**src/rtl/serial_sub_ctrl.sv**
```systemverilog
// serial_sub_ctrl: nibble-serial wide subtractor controller.
// A WIDTH-bit request (a - b - bin) is computed one nibble per cycle on a
// shared 4-bit ripple-borrow stage, with the borrow carried in borrow_r
// between nibbles. The result is returned over a valid/ready handshake.
// Optional feature macro: SUB_OVF_EN adds the signed-overflow output ovf.
module serial_sub_ctrl #(
  parameter int WIDTH = 16
) (
  input  logic             clk,
  input  logic             rst,
  input  logic             start_valid,
  output logic             start_ready,
  input  logic [WIDTH-1:0] a,
  input  logic [WIDTH-1:0] b,
  input  logic             bin,
  output logic             res_valid,
  input  logic             res_ready,
  output logic [WIDTH-1:0] diff,
  output logic             bout,
  output logic             busy
`ifdef SUB_OVF_EN
  ,
  output logic             ovf
`endif
);

  localparam int NIB = WIDTH / 4;
  localparam int CW  = $clog2(NIB) + 1;

  typedef enum logic [1:0] {
    IDLE = 2'd0,
    RUN  = 2'd1,
    DONE = 2'd2
  } state_t;

  state_t           state;
  logic [WIDTH-1:0] a_sr;
  logic [WIDTH-1:0] b_sr;
  logic             borrow_r;
  logic [CW-1:0]    cnt;
  logic [4:0]       stage;
  logic             last_nib;

  // 4-bit ripple-borrow subtract: returns {borrow_out, difference[3:0]}.
  function automatic logic [4:0] nib_sub(input logic [3:0] x,
                                         input logic [3:0] y,
                                         input logic       bi);
    nib_sub = {1'b0, x} - {1'b0, y} - {4'b0000, bi};
  endfunction

`ifdef SUB_OVF_EN
  // Signed overflow of the top nibble: borrow into bit 3 XOR borrow out.
  // Borrow into bit 3 is recovered from the bit-3 sum: d3 = x3 ^ y3 ^ bi3.
  function automatic logic msb_ovf(input logic [3:0] x,
                                   input logic [3:0] y,
                                   input logic [4:0] r);
    msb_ovf = (x[3] ^ y[3] ^ r[3]) ^ r[4];
  endfunction
`endif

  // Shared nibble stage fed from the low nibble of the operand shifters.
  always_comb begin
    stage    = nib_sub(a_sr[3:0], b_sr[3:0], borrow_r);
    last_nib = (cnt == CW'(NIB - 1));
  end

  // Handshake and status decoded purely from the state register.
  assign start_ready = (state == IDLE) && !rst;
  assign res_valid   = (state == DONE);
  assign busy        = (state != IDLE);

  // Controller FSM with operand shifters, borrow register and result regs.
  always_ff @(posedge clk) begin
    if (rst) begin
      state    <= IDLE;
      borrow_r <= 1'b0;
      cnt      <= '0;
      diff     <= '0;
      bout     <= 1'b0;
`ifdef SUB_OVF_EN
      ovf      <= 1'b0;
`endif
    end else begin
      case (state)
        IDLE: begin
          if (start_valid) begin
            a_sr     <= a;
            b_sr     <= b;
            borrow_r <= bin;
            cnt      <= '0;
            state    <= RUN;
          end
        end
        RUN: begin
          // New nibble enters at the top so the first one ends at the bottom.
          diff     <= {stage[3:0], diff[WIDTH-1:4]};
          a_sr     <= a_sr >> 4;
          b_sr     <= b_sr >> 4;
          borrow_r <= stage[4];
          cnt      <= cnt + CW'(1);
          if (last_nib) begin
            bout  <= stage[4];
`ifdef SUB_OVF_EN
            ovf   <= msb_ovf(a_sr[3:0], b_sr[3:0], stage);
`endif
            state <= DONE;
          end
        end
        DONE: begin
          if (res_ready) begin
            state <= IDLE;
          end
        end
        default: state <= IDLE;
      endcase
    end
  end

endmodule

```
**config.mk**
```make
export PLATFORM = sky130hd
export DESIGN_NAME = serial_sub_ctrl
export DESIGN_NICKNAME = d
export VERILOG_FILES = /design/src/rtl/serial_sub_ctrl.sv
export SDC_FILE = /design/constraint.sdc
export NUM_CORES = 1
export LEC_CHECK = 0
export BUFFER_PORTS_ARGS = -buffer_cell sky130_fd_sc_hd__buf_2
export CAP_MARGIN = 25
export CORE_ASPECT_RATIO = 1.5
export CORE_MARGIN = 5
export CORE_UTILIZATION = 45
export CTS_CLUSTER_SIZE = 16
export DETAILED_ROUTE_END_ITERATION = 7
export PLACE_DENSITY = 0.68
export RECOVER_POWER = 25
export SYNTH_ARGS = -nofsm -noshare
export SYNTH_HDL_FRONTEND = slang
export SYNTH_SLANG_ARGS = --single-unit
```
**constraint.sdc**
```tcl
create_clock -name clk -period 2.8 [get_ports clk]
set_clock_uncertainty 0.1 [all_clocks]
set_input_delay 0.56 -clock clk [delete_from_list [all_inputs] [get_ports clk]]
set_output_delay 0.56 -clock clk [all_outputs]
set_load 0.1 [all_outputs]
```
==> flow_metrics.py, run 1 <==
metrics = {
    "synth": {
        "synthXorXnorAreaFrac": 0.00731,
        "synth_top_family_by_area": "simple AND/OR/NAND/NOR gates",
        "ys.flop_type": "edfxtp_1",
        "synthTopCellsByCount": "99 x nand2_1, 32 x edfxtp_1, 23 x dfxtp_1",
        "avgSynthCellArea_um2": 9.71,
        "synth-edff-count": 32,
        "synth.area.mux_share": 0,
        "synth_area_leaders": "edfxtp_1 40%, dfxtp_1 19%, nand2_1 16%",
        "synthSimpleGateAreaFrac": 0.216,
        "synth_top_area_share": 0.401,
        "yosysMostFrequentCell": "nand2_1",
        "syn_nets": 294,
        "ys_types": 28,
        "ys_ff_latch": 55,
        "async_flop_share": 0,
        "ys_warn_count": 0,
        "netlist_area_mm2": 0.00240,
        "netlist.top_cell.by_area": "edfxtp_1",
        "synth_compound_area_frac": 0.0757,
        "postSynthCellCount": 247,
        "synth-adder-area-share": 0.0585,
        "ys_seq_area_frac": 0.593,
    },
    "timing": {
        "hold_violations": 0,
        "fin_setup_tns_ps": 0,
        "fin_hold_ws_ps": 355,
        "max_freq_mhz": 448,
        "rsz0062_at_grt": "false",
        "setup_viol": 0,
        "max_slew_margin": -0.105,
        "fin_crit_sh": 0.797,
        "fin_crit_ps": 2230,
        "slew_violations": 50,
        "worst_pin_slew_ps": 1660,
    },
    "placed_design": {
        "dp_cells": 362,
        "gp_congestion": 0.780,
        "dp_hpwl_um": 3090,
        "io_buffers": 56,
    },
    "floorplanning": {
        "die_y_um": 99.4,
        "fp.dieW_um": 69.6,
        "dieArea_mm2": 0.00692,
        "rows": 32,
        "io_pins": 57,
        "coreArea_mm2": 0.00516,
        "initial_core_util": 0.464,
    },
    "global_routing": {
        "grt_pass1_vias": 1774,
        "antenna_found_initial": 0,
        "grt_usage": 0.132,
        "grt-ovfl-total": 0,
        "grt_max_degree": 50,
        "grt_first_pass_wirelength_um": 7400,
    },
    "worst_setup_path": {
        "startpoint": "state[1]",
        "worst_ep_required_time_ps": 2870,
        "rr_endpoint": "a_sr[0]",
        "cp.arrival_ps": 2300,
        "rr_startpoint": "state[1]",
        "cp-endpoint": "a_sr[0]",
        "end_kind": "flip-flop",
        "cp_slowest_stage_delay_ps": 1260,
        "cp_slowest_cell": "nand2b_1",
        "criticalPathCategory": "reg -> reg",
        "worst_path_most_repeated_cell": "nand2_1",
        "r2r_cells": 3,
        "startpoint_type": "flip-flop",
        "crit_path_max_fanout": 49,
        "path_cells": "nand2b_1 -> nand2_1 -> nand2_1",
        "r2r_slack_ps": 570,
    },
    "job": {
        "max_cap_violations": 1,
    },
    "cts": {
        "cts_resized": 0,
        "cts_setup_buffers": 0,
        "cts_buffer_depth": 2,
        "htreeDepth": 2,
        "cts.sinks": 55,
        "cts_tree": "built",
        "cts_buffers": 5,
        "clk_latency_ps": 300,
        "ctsHoldBuffers": 0,
        "path_clk_slew_ps": 90,
        "cts_root_buffer": "clkbuf_8",
    },
    "drt": {
        "vias": 1778,
        "finalWirelength_um": 4280,
        "detail_route.iter0.violations": 107,
        "routedWlPerCell_um": 11.6,
        "final_antenna_net_count": 0,
        "drc": 0,
        "first_pass_iters": 4,
        "viasPerCell": 4.81,
    },
    "power_and_ir_drop": {
        "powerDensity_mw_per_mm2": 583,
        "p_clk_frac": 0.254,
        "seqPwrFrac": 0.569,
        "cellLeakagePower_nw": 1.25,
        "pwr-share-comb": 0.177,
        "swShare": 0.280,
        "vdd_drop_max_mv": 0.349,
        "p_int_mw": 1.18,
        "power_mw": 1.63,
        "p_sw_mw": 0.457,
    },
    "layout": {
        "num-nets-final": 348,
        "diodes": 0,
        "fin_cells": 370,
        "syn_to_final_growth_pct": 16.9,
        "drive_above_1_share": 0.232,
        "utilization": 0.542,
    },
    "outcome": {
        "violations": "capacitance limit, slew limit",
        "status": "finished with violations",
    },
    "worst_hold_path": {
        "hold_path.class": "reg -> reg",
    },
}
cells by family (layout without fill, tap and decap cells):
kind of cell | Yosys count | in the layout
flops | 55 | 55
simple gates | 124 | 124
buf+inv | 25 | 80
fa+ha+maj | 10 | 10
compound gates | 31 | 31
xor+xnor | 2 | 2
worst max-delay path, delay by kind of cell (launching register included):
family,cells,cell delay (ps)
DFF,1,410
and+or+nand+nor,3,1570
area by class of cell:
cell class / instances / area, um2
multi-input combinational: 167 / 862
clock inverter: 1 / 5.00
timing repair buffer: 60 / 307
inverter: 12 / 45.0
tap: 68 / 85.1
fill: 509 / 2360
clock buffer: 7 / 76.3
sequential: 55 / 1420
cells in the final DEF, fill, tap and decap left out, types with 2 or more instances in the layout:
master    count
nand2_1      99
buf_2        55
edfxtp_1     32
dfxtp_1      23
a21oi_1      17
inv_1        12
and2_1        8
ha_1          8
nor2_1        7
clkbuf_8      5
nand2b_1      3
a31oi_1       3
o21ai_0       3
clkbuf_1      3
buf_4         3
nor2_2        2
xnor2_1       2
a22oi_1       2
a211oi_1      2
fa_1          2
how the worst min path moves through the flow:
stage / endpoint / cells after the start / start / slack (ps)
after floorplan: borrow_r / 2 / borrow_r / 350
after global placement: diff[1] / 2 / diff[1] / 340
after detailed placement: diff[0] / 2 / diff[0] / 340
after CTS: diff[0] / 2 / diff[0] / 360
after global routing: diff[0] / 2 / diff[0] / 380
final: diff[0] / 2 / diff[0] / 350
per-stage QoR:
stage / area (um2) / setup slack (ps)
floorplan: 2400 / 354
global route: 2800 / 255
finish: 2800 / 568
detailed placement: 2730 / 611
CTS: 2810 / 593
global placement: 2730 / 687
sequential cells by signal, summed over array words and instances, names as in the netlist:
name and count:
a_sr 16, b_sr 16, borrow_r 1, bout 1
cnt 3, diff 16, state 2
power by group through the flow:
stage                     Sequential, mW  Clock (mW)  Combinational (mW)
after floorplan                     1.01           0               0.162
after global placement             0.948           0               0.289
after detailed placement           0.949           0               0.296
after CTS                          0.930       0.432               0.296
after global routing               0.936       0.463               0.324
final                              0.930       0.415               0.290
metal layers:
metal,part of all wire,global-route usage,vias up
met5,0,0,-
met4,0.020,0.0586,0
met3,0.060,0.0364,10
met2,0.52,0.243,51
met1,0.40,0.138,806
li1,-,-,911
(Power assumes the default switching activity.)
==> run 2: changes to the inputs <==
PLACE_DENSITY = 0.66   (was 0.68)
clock period = 2.27 ns   (was 2.8 ns; I/O delays follow)
==> run 2 against run 1 <==
  * The flow now finishes without violations
  * Utilization increased by 0.58 points
  * Die area unchanged
  * Via count decreased by 0.56%
  * Critical path depth increased by 3
  * Worst setup slack got worse by 400 ps
  * Global-route usage increased by 0.30 points
  * Non-clock buffer count increased by 2
  * Clock power increased by 30%
  * Hold slack got worse by 53 ps
  * Final cell count increased by 0.54%
  * Largest power group unchanged
  * Highest routed layer unchanged
==> flow_metrics.py, run 2 (synthesis gave the netlist of run 1 again) <==
metrics = {
    "worst_hold_path": {
        "hold_path.class": "in -> reg",
    },
    "power_and_ir_drop": {
        "cellLeakagePower_nw": 1.25,
        "powerDensity_mw_per_mm2": 725,
        "vdd_drop_max_mv": 0.482,
    },
    "placed_design": {
        "dp_cells": 364,
        "io_buffers": 56,
        "dp_slack_ps": 87.9,
        "dp_hpwl_um": 3100,
        "gp_congestion": 0.729,
        "placedInstanceArea_mm2": 0.00274,
    },
    "timing": {
        "max_freq_mhz": 476,
        "fin_hold_ws_ps": 302,
        "fin_crit_ps": 2100,
        "setup_viol": 0,
        "max_slew_margin": 0.482,
        "worst_pin_slew_ps": 777,
        "slew_violations": 0,
        "worst_slack_ps": 168,
        "rsz0062_at_grt": "false",
        "hold_violations": 0,
        "fin_crit_sh": 0.926,
        "fin_setup_tns_ps": 0,
    },
    "cts": {
        "cts_buffers": 5,
        "cts_tree": "built",
        "cts.sinks": 55,
        "clk_latency_ps": 310,
        "cts_buffer_depth": 2,
        "cts_root_buffer": "clkbuf_8",
        "ctsHoldBuffers": 0,
        "cts_setup_buffers": 0,
        "htreeDepth": 2,
        "path_clk_slew_ps": 100,
    },
    "drt": {
        "detail_route.iter0.violations": 65,
        "vias": 1768,
        "finalWirelength_um": 4330,
        "routedWlPerCell_um": 11.6,
        "viasPerCell": 4.75,
        "final_antenna_net_count": 0,
        "first_pass_iters": 4,
        "drc": 0,
    },
    "floorplanning": {
        "fp.dieW_um": 69.6,
        "die_y_um": 99.4,
        "rows": 32,
        "io_pins": 57,
        "dieArea_mm2": 0.00692,
        "initial_core_util": 0.464,
        "coreArea_mm2": 0.00516,
    },
    "layout": {
        "multiInputGateArea_um2": 870,
        "reg_top3": "a_sr x16, b_sr x16, diff x16",
        "fillers": 513,
        "fin_cells": 372,
        "num-nets-final": 350,
        "final_common_cell": "nand2_1",
        "drive_above_1_share": 0.253,
        "layout_common_cells": "99 x nand2_1, 41 x buf_2, 32 x edfxtp_1",
        "final_area_mm2": 0.00283,
        "syn_to_final_growth_pct": 18.1,
        "diodes": 0,
        "final-seq-area_mm2": 0.00142,
    },
    "worst_setup_path": {
        "worst_ep_required_time_ps": 2350,
        "cp.arrival_ps": 2180,
        "crit_path_max_fanout": 2,
        "end_kind": "flip-flop",
        "startpoint_type": "flip-flop",
        "criticalPathCategory": "reg -> reg",
    },
    "job": {
        "max_cap_violations": 0,
    },
    "global_routing": {
        "grt_max_degree": 45,
        "antenna_found_initial": 0,
        "grt_pass1_vias": 1772,
        "grt_first_pass_wirelength_um": 7500,
        "grt-ovfl-total": 0,
        "grt_usage": 0.135,
    },
    "outcome": {
        "status": "finished clean",
    },
}
[run 2: what timing repair did]
item | CTS | global route
setup endpoints to repair | 0 | 2
gates resized for setup | 0 | 1
endpoints found under the hold margin | 0 | 0
[run 2: per-layer routing]
metal,routed length [um],up-vias,share of wire,global-route usage
li1,-,917,-,-
met1,1740,797,0.40,0.141
met2,2260,47,0.52,0.251
met3,241,7,0.056,0.0354
met4,87,0,0.020,0.0571
met5,0,-,0,0
[run 2: layout make-up]
| cell class | count | area share |
|---|---|---|
| clock buffers | 5 | 0.0243 |
| repair buffers | 62 | 0.113 |
| well taps | 68 | 0.0300 |
| flip-flops and latches | 55 | 0.502 |
| multi-input cells | 167 | 0.307 |
| inverters | 12 | 0.0159 |
| clock inverters | 3 | 0.00795 |
[run 2: power by group]
part           switching (mW)  internal [mW]  total, mW
clock                   0.320          0.221      0.541
combinational           0.249          0.114      0.363
sequential             0.0249           1.12       1.15
[run 2: path summary, 6_finish.rpt]
check,slack [ps],from,cells past startpoint,end
hold reg to reg,360,diff[2],2,diff[2]
setup / recovery,170,a_sr[0],6,bout
hold / removal,300,a[7],3,a_sr[7]
setup reg to reg,170,a_sr[0],6,bout
[run 2: metrics by stage]
stage	util	power, mW
2_1_floorplan	-	1.45
3_3_place_gp	0.531	1.53
3_5_place_dp	0.531	1.54
4_1_cts	0.549	2.08
5_1_grt	0.548	2.16
6_report	0.548	2.05
[run 2: worst max-delay path: stages (launching register included)]
cell      delay, ps
edfxtp_1        430
fa_2            430
fa_1            430
nand2b_1        190
a21oi_2         150
xnor2_1         150
a311oi_1        110
